===== src/rtl/mux_rr_arbiter.sv =====
// Round-robin burst arbiter: one requester owns the shared bus for up to MAX_BURST beats; one IDLE cycle between grants.
// Accepted word appears on out_data one cycle later; req_ready drops while the single output stage is full and out_ready is low.
module mux_rr_arbiter #(
    parameter int NUM_REQ   = 4,
    parameter int DATA_W    = 4,
    parameter int MAX_BURST = 4
) (
    input  logic                        clk,
    input  logic                        rst_n,
    input  logic [NUM_REQ-1:0]          req_valid,
    input  logic [NUM_REQ*DATA_W-1:0]   req_data,
    output logic [NUM_REQ-1:0]          req_ready,
    output logic                        out_valid,
    output logic [DATA_W-1:0]           out_data,
    input  logic                        out_ready,
    output logic [$clog2(NUM_REQ)-1:0]  grant_id,
    output logic                        busy
);
    localparam int ID_W  = $clog2(NUM_REQ);
    localparam int CNT_W = $clog2(MAX_BURST + 1);

    typedef enum logic {IDLE, BURST} state_t;

    state_t            state, state_nxt;
    logic [ID_W-1:0]   rr_ptr;
    logic [ID_W-1:0]   pick;
    logic [ID_W-1:0]   next_ptr;
    logic [CNT_W-1:0]  beat_cnt;
    logic              found;
    logic              stage_free;
    logic              accept;
    logic              burst_end;
    logic [DATA_W-1:0] sel_data;
    int                idx;

    // First valid requester at or after rr_ptr, wrapping without relying on power-of-2 NUM_REQ.
    always_comb begin
        found = 1'b0;
        pick  = '0;
        idx   = 0;
        for (int i = 0; i < NUM_REQ; i++) begin
            idx = int'(rr_ptr) + i;
            if (idx >= NUM_REQ) idx = idx - NUM_REQ;
            if (!found && req_valid[idx]) begin
                found = 1'b1;
                pick  = ID_W'(idx);
            end
        end
    end

    assign next_ptr = (grant_id == ID_W'(NUM_REQ - 1)) ? '0 : grant_id + ID_W'(1);
    assign sel_data = req_data[int'(grant_id)*DATA_W +: DATA_W];
    assign busy     = (state == BURST);

    always_ff @(posedge clk or negedge rst_n) begin
        if (!rst_n) state <= IDLE;
        else        state <= state_nxt;
    end

    always_comb begin
        state_nxt  = state;
        req_ready  = '0;
        accept     = 1'b0;
        burst_end  = 1'b0;
        stage_free = !out_valid || out_ready;
        case (state)
            IDLE: begin
                if (found) state_nxt = BURST;
            end
            BURST: begin
                req_ready[grant_id] = stage_free;
                accept    = req_valid[grant_id] && stage_free;
                // Stalled cycles leave beat_cnt untouched, so only real beats move toward the limit.
                burst_end = !req_valid[grant_id] ||
                            (accept && (beat_cnt == CNT_W'(MAX_BURST - 1)));
                if (burst_end) state_nxt = IDLE;
            end
            default: state_nxt = IDLE;
        endcase
    end

    always_ff @(posedge clk or negedge rst_n) begin
        if (!rst_n) begin
            rr_ptr    <= '0;
            beat_cnt  <= '0;
            grant_id  <= '0;
            out_valid <= 1'b0;
            out_data  <= '0;
        end else begin
            if (state == IDLE && found) begin
                grant_id <= pick;
                beat_cnt <= '0;
            end
            if (accept) begin
                out_data <= sel_data;
                beat_cnt <= beat_cnt + CNT_W'(1);
            end
            if (burst_end) rr_ptr <= next_ptr;
            if (accept)         out_valid <= 1'b1;
            else if (out_ready) out_valid <= 1'b0;
        end
    end
endmodule


===== config.mk =====
export PLATFORM = sky130hd
export DESIGN_NAME = mux_rr_arbiter
export DESIGN_NICKNAME = d
export VERILOG_FILES = /design/src/rtl/mux_rr_arbiter.sv
export SDC_FILE = /design/constraint.sdc
export NUM_CORES = 1
export LEC_CHECK = 0
export CORE_UTILIZATION = 26
export DETAILED_ROUTE_END_ITERATION = 10
export HOLD_SLACK_MARGIN = 0.02
export PLACE_DENSITY = 0.6
export SLEW_MARGIN = 20
export SYNTH_ARGS = -nofsm -noshare
export SYNTH_HDL_FRONTEND = slang
export SYNTH_SLANG_ARGS = --single-unit

===== constraint.sdc =====
create_clock -name clk -period 1.4 [get_ports clk]
set_input_delay 0.14 -clock clk [delete_from_list [all_inputs] [get_ports clk]]
set_output_delay 0.14 -clock clk [all_outputs]
set_load 0.01 [all_outputs]

After elaboration in Yosys (flattened, before gate mapping)
Cells that the tools add are included.
{ "totals": {"register_bits": 13, "input_bits": 23, "out_inout_bits": 12, "word_cells": 85} }
{ "op_classes": {"n_addsub": 9, "magnitude_cmp": 10, "eq_ne": 2, "shifts": 1, "muxes": 39, "n_bitwise": 2, "reduce_logical": 16} }
{ "op_table": {"columns": ["operator", "count"], "rows": [
  ["$lt 32x4->1 const B", 4],
  ["$mux 32", 4],
  ["$mux 1", 20],
  ["$shiftx 16x5->4", 1],
  ["$sub 3x3->4 const B", 3],
  ["$bmux 1 s2", 5],
  ["$mux 2", 5],
  ["$ge 3x3->1 const B", 3],
  ["$logic_and 1x1->1", 7],
  ["$add 2x2->3 const B", 2],
  ["$mux 3", 2],
  ["$logic_not 1->1", 5],
  ["$and 4x4->4", 1],
  ["$mux 4", 1],
  ["$reduce_bool 2->1", 2],
  ["$sub 2x3->4 const B", 1],
  ["$add 2x1->3 const B", 1],
  ["$add 3x1->3 const B", 1],
  ["$eq 3x2->1 const B", 1],
  ["$ge 2x3->1 const B", 1],
  ["$lt 2x3->1 const B", 1],
  ["$add 2x1->2 const B", 1],
  ["$demux 1 s2", 1],
  ["$eq 2x2->1 const B", 1],
  ["other kinds (4)", 5]
]} }

Logic depth before layout (Yosys ltp)
{ "depth": {"ltp_word": 18, "ltp_mapped": 5, "mapped_depth_nobuf": 5} }

Worst setup path after synthesis
No wires, ideal clock.
{ "synth_timing": {"kind": "register to register", "start": "reg grant_id[0]", "end": "reg out_data[1]", "setup_time_ns": 0.125, "t_arrival_ns": 1.422, "required_ns": 1.275, "setup_slack_ns": -0.147, "stages_incl_launch_ff": 4, "path_buffers": 1, "period_less_slack_ns": 1.547, "path_cell_list": "dfrtp_1 buf_4 mux4_1 mux2_4"} }
{ "synth_between": {"elab_chain_len": 4, "elab_cells_between_ends": 5, "classes_between": "1 x shift; 3 x mux; 1 x reduce/logical"} }
{ "synth_lines": {"columns": ["item", "line_no", "text"], "rows": [
  ["start: declaration", "16", "output logic [$clog2(NUM_REQ)-1:0] grant_id,"],
  ["start signal: assignment", "91", "grant_id <= pick;"],
  ["$bmux 1 s2", "72", "accept = req_valid[grant_id] && stage_free;"],
  ["$mux 1 (not written as such)", "72", null],
  ["$logic_and 1x1->1", "72", null],
  ["$mux 1", "66", "case (state)"],
  ["end signal: assignment", "95", "out_data <= sel_data;"],
  ["end: declaration", "14", "output logic [DATA_W-1:0] out_data,"]
]} }
Several ways; a longest one is shown, not always the timed one. The select of a mux whose other input is x is not followed.
A chain may end at the register's enable or synchronous reset.

Worst setup path after layout
{ "layout_timing": {"start": "reg grant_id[0]", "end": "reg out_data[0]"} }
Same word-level chain as after synthesis.

==> results.md <==
* Syn_nets at 107
* Total CTS buffers at 3
* Maximum clock path buffer count at 2
* Post-cts hold buffer count at 0
* Setup-failing EPs final at 13
* Cell Area, Synth at 888 µm²
* Total chip power at 3.10 mW
* Max frequency at 0.641 GHz
* Dominant cell type by area after synthesis: dfrtp_1
* Crit Path Max Fanout at 3
* IO buf count at 34
* VDD IR max at 0.620 mV
* Pwr Density at 1950 nW/µm²
* Grt ovf at 0
* RSZ-0062 raised after global routing: true
* H-Tree Depth at 1
* Core Region at 3150 µm²
* Initial Util at 28.2%
* Synth Flop Type: dfrtp_1
* Die height at 60.5 µm
* Vias at 830
* DR iter-0 viols at 13
* Max capacitance violation total at 0
* Worst path cell trace: buf_6 -> buf_6 -> buf_6 -> mux4_2 -> mux2_4
* Synth top area cells: dfrtp_1 37%, ha_1 8.5%, mux2_4 6.8%
* Pin count of the biggest net entering global routing at 14
* Clock slew at reported path FFs at 0.08 ns
* GPL Wtd Cong at between 0.7 and 0.8
* Failing checks: negative setup slack
* Dominant cell by count in the synthesized netlist: dfrtp_1
* Slowest CP cell: dfrtp_2
* GRT Overall Usage at around 14%
* Fin util at a little over 50%
* Rel. slew slack at between 80% and 90%
* Pleak at 0.759 nW
* Dpl ws at -0.244 ns
* Setup Skew at about 0.0007 ns
* Most used cell along the critical path: buf_6
* R2r startpoint: grant_id[0]
* Routed WL per cell at ~12 µm
* Crit path time final at ~1.6 ns
* Number of antenna-violating nets in the routed design at 0
* Post-Synthesis Cells at slightly below 80
* Final WL at 2.21 mm
* Syn Area/Cell at 11.4 µm²
* Global-route wire length before repair at 3.59 mm
* Top cell type's share of synthesized area at 36.6%
* Part of the Yosys area used for sequential elements at between 30% and 40%
* Die ar. at 3650 µm²
* Router iterations before antenna repair at 4
* Post-DP Area at 1380 µm²
* Clk Latency, worst-skew pair at 0.28 ns
* Cell Count Post-Placement at 168
* YS warnings at 0
* Layout cell share with drive strength beyond 1 at between 40% and 50%
* Tcrit/Tclk final at 111%
* Fin. max-slew vios at 0
* CTS tree: yes
* Number of synthesized flops with an enable pin at 0
* # diodes at 0
* CP endpoint kind: register
* Status: complete, but fails checks
* R2R depth at 5
* Crit path required time at 1.58 ns
* Fin area at 1590 µm²
* Number of remaining DRC errors at 0
* Synthesized flop and latch total at 13
* Layout Area Growth over Synthesis at 79.2%
* CP Launch Type: register
* DPL Wire Length at 1.63 mm
* Count of cell types in the netlist at 31
* Final hold violation count at 0
* Max stage delay on crit path at 0.43 ns
* CP Class: register to register
* # IOs at 35
* Std-Cell Rows at 20
* Clock sink count at 13
* Die W at 60.5 µm
* Initial antenna violation count at 0
* Root buffer cell: clkbuf_4
* Worst min path class: input pin to async pin
* Final Instance Count excl. Fillers at 186
* Vias in the first global route at 815
* Crit path from: grant_id[0]
* Vias per inst at ~4.5
* Worst path arrival time at roughly 1.7 ns
* Synth cell count leaders: 13 x dfrtp_1, 7 x inv_1, 6 x ha_1, 6 x nand2_1, 5 x mux2i_1
* Final worst setup slack at -0.159 ns
* NumNets Final at 172
* Slew @ Worst Pin at 0.231 ns
* Share of flip-flops with an asynchronous set or reset at between 90% and 100%
[area by class of cell]
type	instances	area (µm²)
flip-flops and latches	13	329
repair buffers	63	562
clock inverters	1	5.00
clock buffers	3	22.5
fillers	297	1560
well taps	44	55.1
inverters	7	26.3
multi-input cells	55	592
[metal layers]
layer / up-vias / track usage [%] / share of wire [%]
met5: - / 0 / 0
met1: 395 / 15.9 / 45
li1: 411 / - / -
met4: 0 / 3.90 / 0.18
met2: 22 / 24.0 / 51
met3: 2 / 3.84 / 3.9
[path summary, 6_finish.rpt]
check / slack (ns) / end
worst min register to register: 0.52 / out_data[2]
max in group asynchronous: 1.08 / grant_id[0]
min in group clk: 0.52 / out_data[2]
worst max register to register: -0.16 / out_data[0]
worst min-delay path: 0.15 / out_valid
worst max-delay path: -0.16 / out_data[0]
[layout by cell type (no fill, tap or decap), drive strengths merged]
cell           instances
ha                     6
a31oi                  1
nor2                   2
dlymetal6s2s           1
clkdlybuf4s50         26
a31o                   1
clkinv                 1
a2bb2oi                1
nand2b                 3
nand2                  7
mux2                   5
and2b                  1
nand3                  2
and3                   4
mux4                   4
a21o                   1
nor2b                  2
o22ai                  3
dfrtp                 13
mux2i                  5
dlygate4sd2            1
a22o                   1
o21ai                  1
clkbuf                 5
a21oi                  3
buf                   33
o31ai                  1
a32oi                  1
inv                    7
[cell families after synthesis]
group	Yosys count	synth area share, %
DFF	13	36.6
and+or+nand+nor	21	13.2
AOI/OAI and AO/OA	14	11.4
muxes	14	24.6
buffers and inverters	10	5.63
adders and majority gates	6	8.45
[state kept, by name (all words and copies together) (netlist names)]
signal	cells
busy	1
out_valid	1
out_data	4
rr_ptr	2
beat_cnt	3
grant_id	2
[worst max-delay path: cells and delay by family, from the launching register on]
kind	cells	cell delay, ns
buffers and inverters	3	0.35
flip-flops	1	0.43
multiplexers	2	0.68
[through the flow]
step | TNS [ns] | hold WS [ns]
4_1_cts | -1.17 | 0.152
3_3_place_gp | -2.11 | 0.464
6_report | -1.25 | 0.154
2_1_floorplan | -0.460 | -0.156
3_5_place_dp | -2.43 | 0.464
5_1_grt | -2.00 | 0.158
[power breakdown]
part           switching (mW)  leakage, nW  total, mW  internal (mW)
sequential              0.143        0.157      0.710          0.568
clock                   0.132       0.0177      0.238          0.106
combinational           0.837        0.585       2.15           1.31
total                    1.11        0.759       3.10           1.99
[repair_timing]
item | in CTS | in global routing
pin swaps | 8 | 4
endpoints found under the setup margin | 17 | 17
buffers inserted | 12 | 3
resized for setup | 40 | 8
No activity file was read; power rests on OpenSTA's default activity.
